`config.mk`:
```
export PLATFORM = sky130hd
export DESIGN_NAME = alu_exec_unit
export DESIGN_NICKNAME = d
export VERILOG_FILES = /design/src/rtl/alu_exec_unit.sv
export SDC_FILE = /design/constraint.sdc
export NUM_CORES = 1
export LEC_CHECK = 0
export CAP_MARGIN = 15
export CORE_MARGIN = 5
export CORE_UTILIZATION = 56
export DETAILED_ROUTE_END_ITERATION = 7
export GPL_TIMING_DRIVEN = 0
export PLACE_DENSITY = 0.78
export SLEW_MARGIN = 10
export SYNTH_ARGS = -nofsm -noshare
export SYNTH_HDL_FRONTEND = slang
export SYNTH_SLANG_ARGS = --single-unit
```
`constraint.sdc`:
```
create_clock -name clk -period 4.4 [get_ports clk]
set_clock_uncertainty 0.05 [all_clocks]
set_input_delay 0.44 -clock clk [delete_from_list [all_inputs] [get_ports clk]]
set_output_delay 0.44 -clock clk [all_outputs]
set_load 0.02 [all_outputs]
```
`src/rtl/alu_exec_unit.sv`:
```
// Multi-cycle execute stage: single-cycle ALU ops, or a 16-iteration shift-add multiply.
// Done one edge after accept (16 edges for MUL); start is ignored while busy, with no queuing.
module alu_exec_unit (
  input  logic        clk,
  input  logic        reset,
  input  logic        start,
  input  logic [3:0]  opcode,
  input  logic [15:0] opa1,
  input  logic [15:0] opa2,
  output logic [15:0] result,
  output logic [3:0]  flags,
  output logic        busy,
  output logic        done,
  output logic        err
);

  localparam logic [1:0] IDLE = 2'd0;
  localparam logic [1:0] EXEC = 2'd1;
  localparam logic [1:0] MULT = 2'd2;
  localparam logic [1:0] DONE = 2'd3;

  logic [1:0]  state;
  logic [3:0]  op_q;
  logic [15:0] a_q, b_q;
  logic [3:0]  cnt;
  logic [31:0] acc, mcand, acc_nxt;
  logic [15:0] mplier;

  logic [16:0] sum17, dif17, shl17, shr17;
  logic [15:0] alu_val;
  logic        alu_c, alu_v, legal, wr_res;

  assign busy = (state != IDLE);
  assign done = (state == DONE);
  assign acc_nxt = mplier[0] ? acc + mcand : acc;

  always_comb begin
    sum17   = {1'b0, a_q} + {1'b0, b_q};
    dif17   = {1'b0, a_q} + {1'b0, ~b_q} + 17'd1;
    // Extra bit on the outgoing side captures the last bit shifted out.
    shl17   = {1'b0, a_q} << b_q[3:0];
    shr17   = {a_q, 1'b0} >> b_q[3:0];
    alu_val = a_q;
    alu_c   = 1'b0;
    alu_v   = 1'b0;
    legal   = 1'b1;
    wr_res  = 1'b1;
    case (op_q)
      4'd0: begin
        alu_val = sum17[15:0];
        alu_c   = sum17[16];
        alu_v   = (a_q[15] == b_q[15]) && (sum17[15] != a_q[15]);
      end
      4'd1, 4'd9: begin
        alu_val = dif17[15:0];
        alu_c   = dif17[16];
        alu_v   = (a_q[15] != b_q[15]) && (dif17[15] != a_q[15]);
        wr_res  = (op_q == 4'd1);
      end
      4'd2: alu_val = a_q & b_q;
      4'd3: alu_val = a_q | b_q;
      4'd4: alu_val = a_q ^ b_q;
      4'd5: alu_val = ~a_q;
      4'd6: begin
        alu_val = shl17[15:0];
        alu_c   = shl17[16];
      end
      4'd7: begin
        alu_val = shr17[16:1];
        alu_c   = shr17[0];
      end
      default: begin
        legal  = 1'b0;
        wr_res = 1'b0;
      end
    endcase
  end

  always_ff @(posedge clk or posedge reset) begin
    if (reset) begin
      state  <= IDLE;
      op_q   <= 4'd0;
      a_q    <= 16'd0;
      b_q    <= 16'd0;
      cnt    <= 4'd0;
      acc    <= 32'd0;
      mcand  <= 32'd0;
      mplier <= 16'd0;
      result <= 16'd0;
      flags  <= 4'd0;
      err    <= 1'b0;
    end else begin
      case (state)
        IDLE: if (start) begin
          op_q   <= opcode;
          a_q    <= opa1;
          b_q    <= opa2;
          err    <= 1'b0;
          cnt    <= 4'd0;
          acc    <= 32'd0;
          mcand  <= {16'd0, opa1};
          mplier <= opa2;
          state  <= (opcode == 4'd8) ? MULT : EXEC;
        end
        EXEC: begin
          if (legal) flags <= {alu_val == 16'd0, alu_val[15], alu_c, alu_v};
          else       err   <= 1'b1;
          if (wr_res) result <= alu_val;
          state <= DONE;
        end
        MULT: begin
          acc    <= acc_nxt;
          mcand  <= mcand << 1;
          mplier <= mplier >> 1;
          cnt    <= cnt + 4'd1;
          if (cnt == 4'd15) begin
            result <= acc_nxt[15:0];
            flags  <= {acc_nxt[15:0] == 16'd0, acc_nxt[15], |acc_nxt[31:16], 1'b0};
            state  <= DONE;
          end
        end
        DONE: state <= IDLE;
        default: state <= IDLE;
      endcase
    end
  end

endmodule
```
==> results by group <==
Critical path
  – List of cells traversed by the critical path: clkbuf_4 -> buf_4 -> buf_2 -> mux2i_2 -> o21ai_0 -> o21ai_1 -> nor2_1 -> o32ai_2 -> o211ai_1 -> and4b_1 -> nand4b_1 -> or4_1 -> o21ai_1
  – Critical-path top delay cell: dfrtp_1
  – CP required: 4.70 ns
  – CP Class: flip-flop to flip-flop
  – Reg2Reg Setup Slack: 0.09 ns
  – Category of the worst setup path capture point: flip-flop
  – Arrival @ worst endpoint: 4.61 ns
  – Largest incremental delay on the critical path: 0.53 ns
  – Most used cell along the critical path: o21ai_1
  – R2R depth: 13
  – Worst Path Max Fanout: 10
  – R2R Path End: flags[3]$_DFFE_PP0P_
  – Worst Setup Start Kind: flip-flop
  – Worst r2r src: b_q[0]$_DFFE_PP0P_

Final layout
  – Share of final-layout standard cells stronger than drive strength 1: 0.109
  – Growth of design area from synthesis to finish: 14.1%
  – Commonest non-fill, non-tap cells in the layout: nor2_1 (163), dfrtp_1 (141), nand2_1 (107), a21oi_1 (106), o21ai_0 (89)
  – Leading cell type in the layout, fill and taps excluded: nor2_1
  – Utilization after layout: 0.647
  – Number of nets in the final layout: 1,669
  – Number of antenna diodes: 0

Die
  – Area of the placeable core: 21,800 µm²
  – Height of the chip: 158 µm
  – Area of the die: 25,100 µm²
  – Die X-Extent: 158 µm
  – Initial Utilization: 0.567
  – Std cell rows: 54
  – Top Ports: 62

Yosys
  – Warnings, synthesis: 0
  – Post-synth EDFFs: 0
  – Nets in the synthesized netlist: 1,585
  – Most instantiated flip-flop cell in the synthesis netlist: dfrtp_1
  – Sequential element share of the synthesized area: 0.290
  – Mean instance size in the synthesized netlist: 8.47 µm²
  – Fraction of synthesis flops using an asynchronous set or reset pin: 1.00
  – Gate count after technology mapping: 1,455
  – Synthesized cell area: 12,300 µm²
  – Post-synthesis register bit count: 143
  – Number of distinct library cell variants in the gate-level netlist after synthesis: 83

Drt
  – Number of detailed-routing iterations run before antenna repair: 7
  – Initial DRC Count: 1,608
  – Remaining design rule violation count: 0
  – Number of vias in the routed layout: 12,700
  – Vias per cell: 6.94
  – Post-detailed-route count of antenna-violating nets: 0
  – Final Routed Wirelength: 47.1 mm
  – Average wire per cell in the routed design: 25.7 µm

Global routing
  – Met1 Usage GRT: 0.561
  – Antenna violations before repair: 0
  – Total GRT Usage: 0.376
  – Total congestion overflow: 0
  – Pin count of the biggest net entering global routing: 118
  – Via count of the first global-routing pass: 11,800
  – GR met3 Demand/Resource: 0.110
  – Met2 layer usage reported by global route: 0.522
  – Most congested layer reported by global routing: met1
  – First-pass GRT wire length: 71.6 mm

STA
  – FMAX: 232 MHz
  – RSZ-0062 raised after global routing: no
  – Min cycle time layout: 4.31 ns
  – Worst-case headroom to the max-slew limit: 0.157
  – Count of final hold-check violations: 0
  – Worst-case setup margin in the final layout: 0.0883 ns
  – Share of the cycle needed by the critical path after routing: 0.980
  – Transition time of the tightest slew-check pin: 1.26 ns
  – Final Max Tran Viols: 0
  – Setup-failing EPs final: 0

CTS
  – Num CTS Buffers: 17
  – H-tree lvl count: 4
  – Number of sinks on the clock net: 143
  – Clk slew on worst S/H paths: 0.07 ns
  – TritonCTS clock tree: built
  – Clock Root Buffer: clkbuf_16
  – Insertion delay to the later sink of the worst-skew pair: 0.44 ns
  – Number of buffers on the longest clock path: 2

Run status
  – Outcome: complete, no violations

Flow run
  – # Max-Cap Violations: 0

Placed design
  – RD Place Congestion: 1.08
  – Detailed placer's ending HPWL: 36.2 mm
  – Count of buffers inserted at the top-level ports: 61
  – Pre-CTS setup slack: -0.993 ns

Worst hold path
  – Hold Path Class: primary input to asynchronous set/reset pin
cell type report:
cell class | instances | area (µm²)
Tap cell | 280 | 350
Clock buffer | 18 | 439
Fill cell | 1872 | 7690
Inverter | 67 | 268
Sequential cell | 143 | 3580
Clock inverter | 14 | 121
Buffer | 103 | 439
Timing Repair Buffer | 71 | 703
Multi-Input combinational cell | 1136 | 8160
cells by family after synthesis:
family	Yosys count	synth area share
adders and majority gates	91	0.0942
muxes	102	0.112
and+or+nand+nor	427	0.163
buffers and inverters	176	0.0563
DFF	143	0.290
AOI/OAI and AO/OA	483	0.261
xor gates and xnor gates	33	0.0234
worst max path at each step:
stage,from,end,slack (ns),cells after the start
floorplan,reset,a_q[0]$_DFFE_PP0P_,0.07,1
CTS,b_q[1]$_DFFE_PP0P_,flags[3]$_DFFE_PP0P_,0.002,15
detailed placement,b_q[1]$_DFFE_PP0P_,flags[3]$_DFFE_PP0P_,-0.99,14
global placement,reset,result[0]$_DFFE_PP0P_,-1.93,2
global route,a_q[6]$_DFFE_PP0P_,flags[3]$_DFFE_PP0P_,0.003,15
finish,b_q[0]$_DFFE_PP0P_,flags[3]$_DFFE_PP0P_,0.09,13
per-stage QoR:
stage                     std cells  setup TNS, ns  cell area (µm²)  hold WS (ns)
after global placement         1796        -279.45            13300         0.425
after detailed placement       1797          -7.76            13300         0.430
after global routing           1832              0            14100         0.305
final                          1832              0            14100         0.294
after floorplan                1455              0            12300         0.420
after CTS                      1829              0            14000         0.294
cell usage after synthesis (16+ instances only):
master	number	area [µm²]
a211oi_1	21	158
a21oi_1	109	546
a22o_1	24	210
a31oi_1	17	106
clkbuf_1	84	315
dfrtp_1	143	3580
ha_1	88	1100
inv_1	66	248
mux2_2	45	507
mux2i_1	33	330
mux4_2	24	541
nand2_1	107	402
nand3_1	19	95.1
nor2_1	163	612
nor2b_1	16	100
nor3_1	24	120
o211ai_1	19	143
o21a_1	17	128
o21ai_0	91	455
o22ai_1	51	319
xnor2_1	22	193
layer usage:
metal	vias up	routed length [µm]
met5	-	0
met4	0	1690
met3	137	6280
met2	896	19100
met1	6106	20000
li1	5572	-
flip-flops by register name, summed over array words and instances, names as in the netlist:
signal and cells:
acc 32, mcand 32, a_q 16, b_q 16, mplier 16, result 16
cnt 4, flags 4, op_q 4, state 2, err 1
timing repair:
item	in CTS	in global routing
endpoints found under the setup margin	12	9
hold buffers	0	0
pin swaps	2	1
resized for setup	16	24
setup buffers	1	7
worst max-delay path, delay by kind of cell, from the launching register on:
kind	cells	cell delay, ns
AO/OA/AOI/OAI	5	1.19
AND/OR/NAND/NOR	4	1.09
buffers and inverters	3	0.90
flip-flops	1	0.53
multiplexers	1	0.46
Power is left out: the tool's default activity adds up to more than one toggle a clock period on the data nets, which glitch-free logic cannot reach.
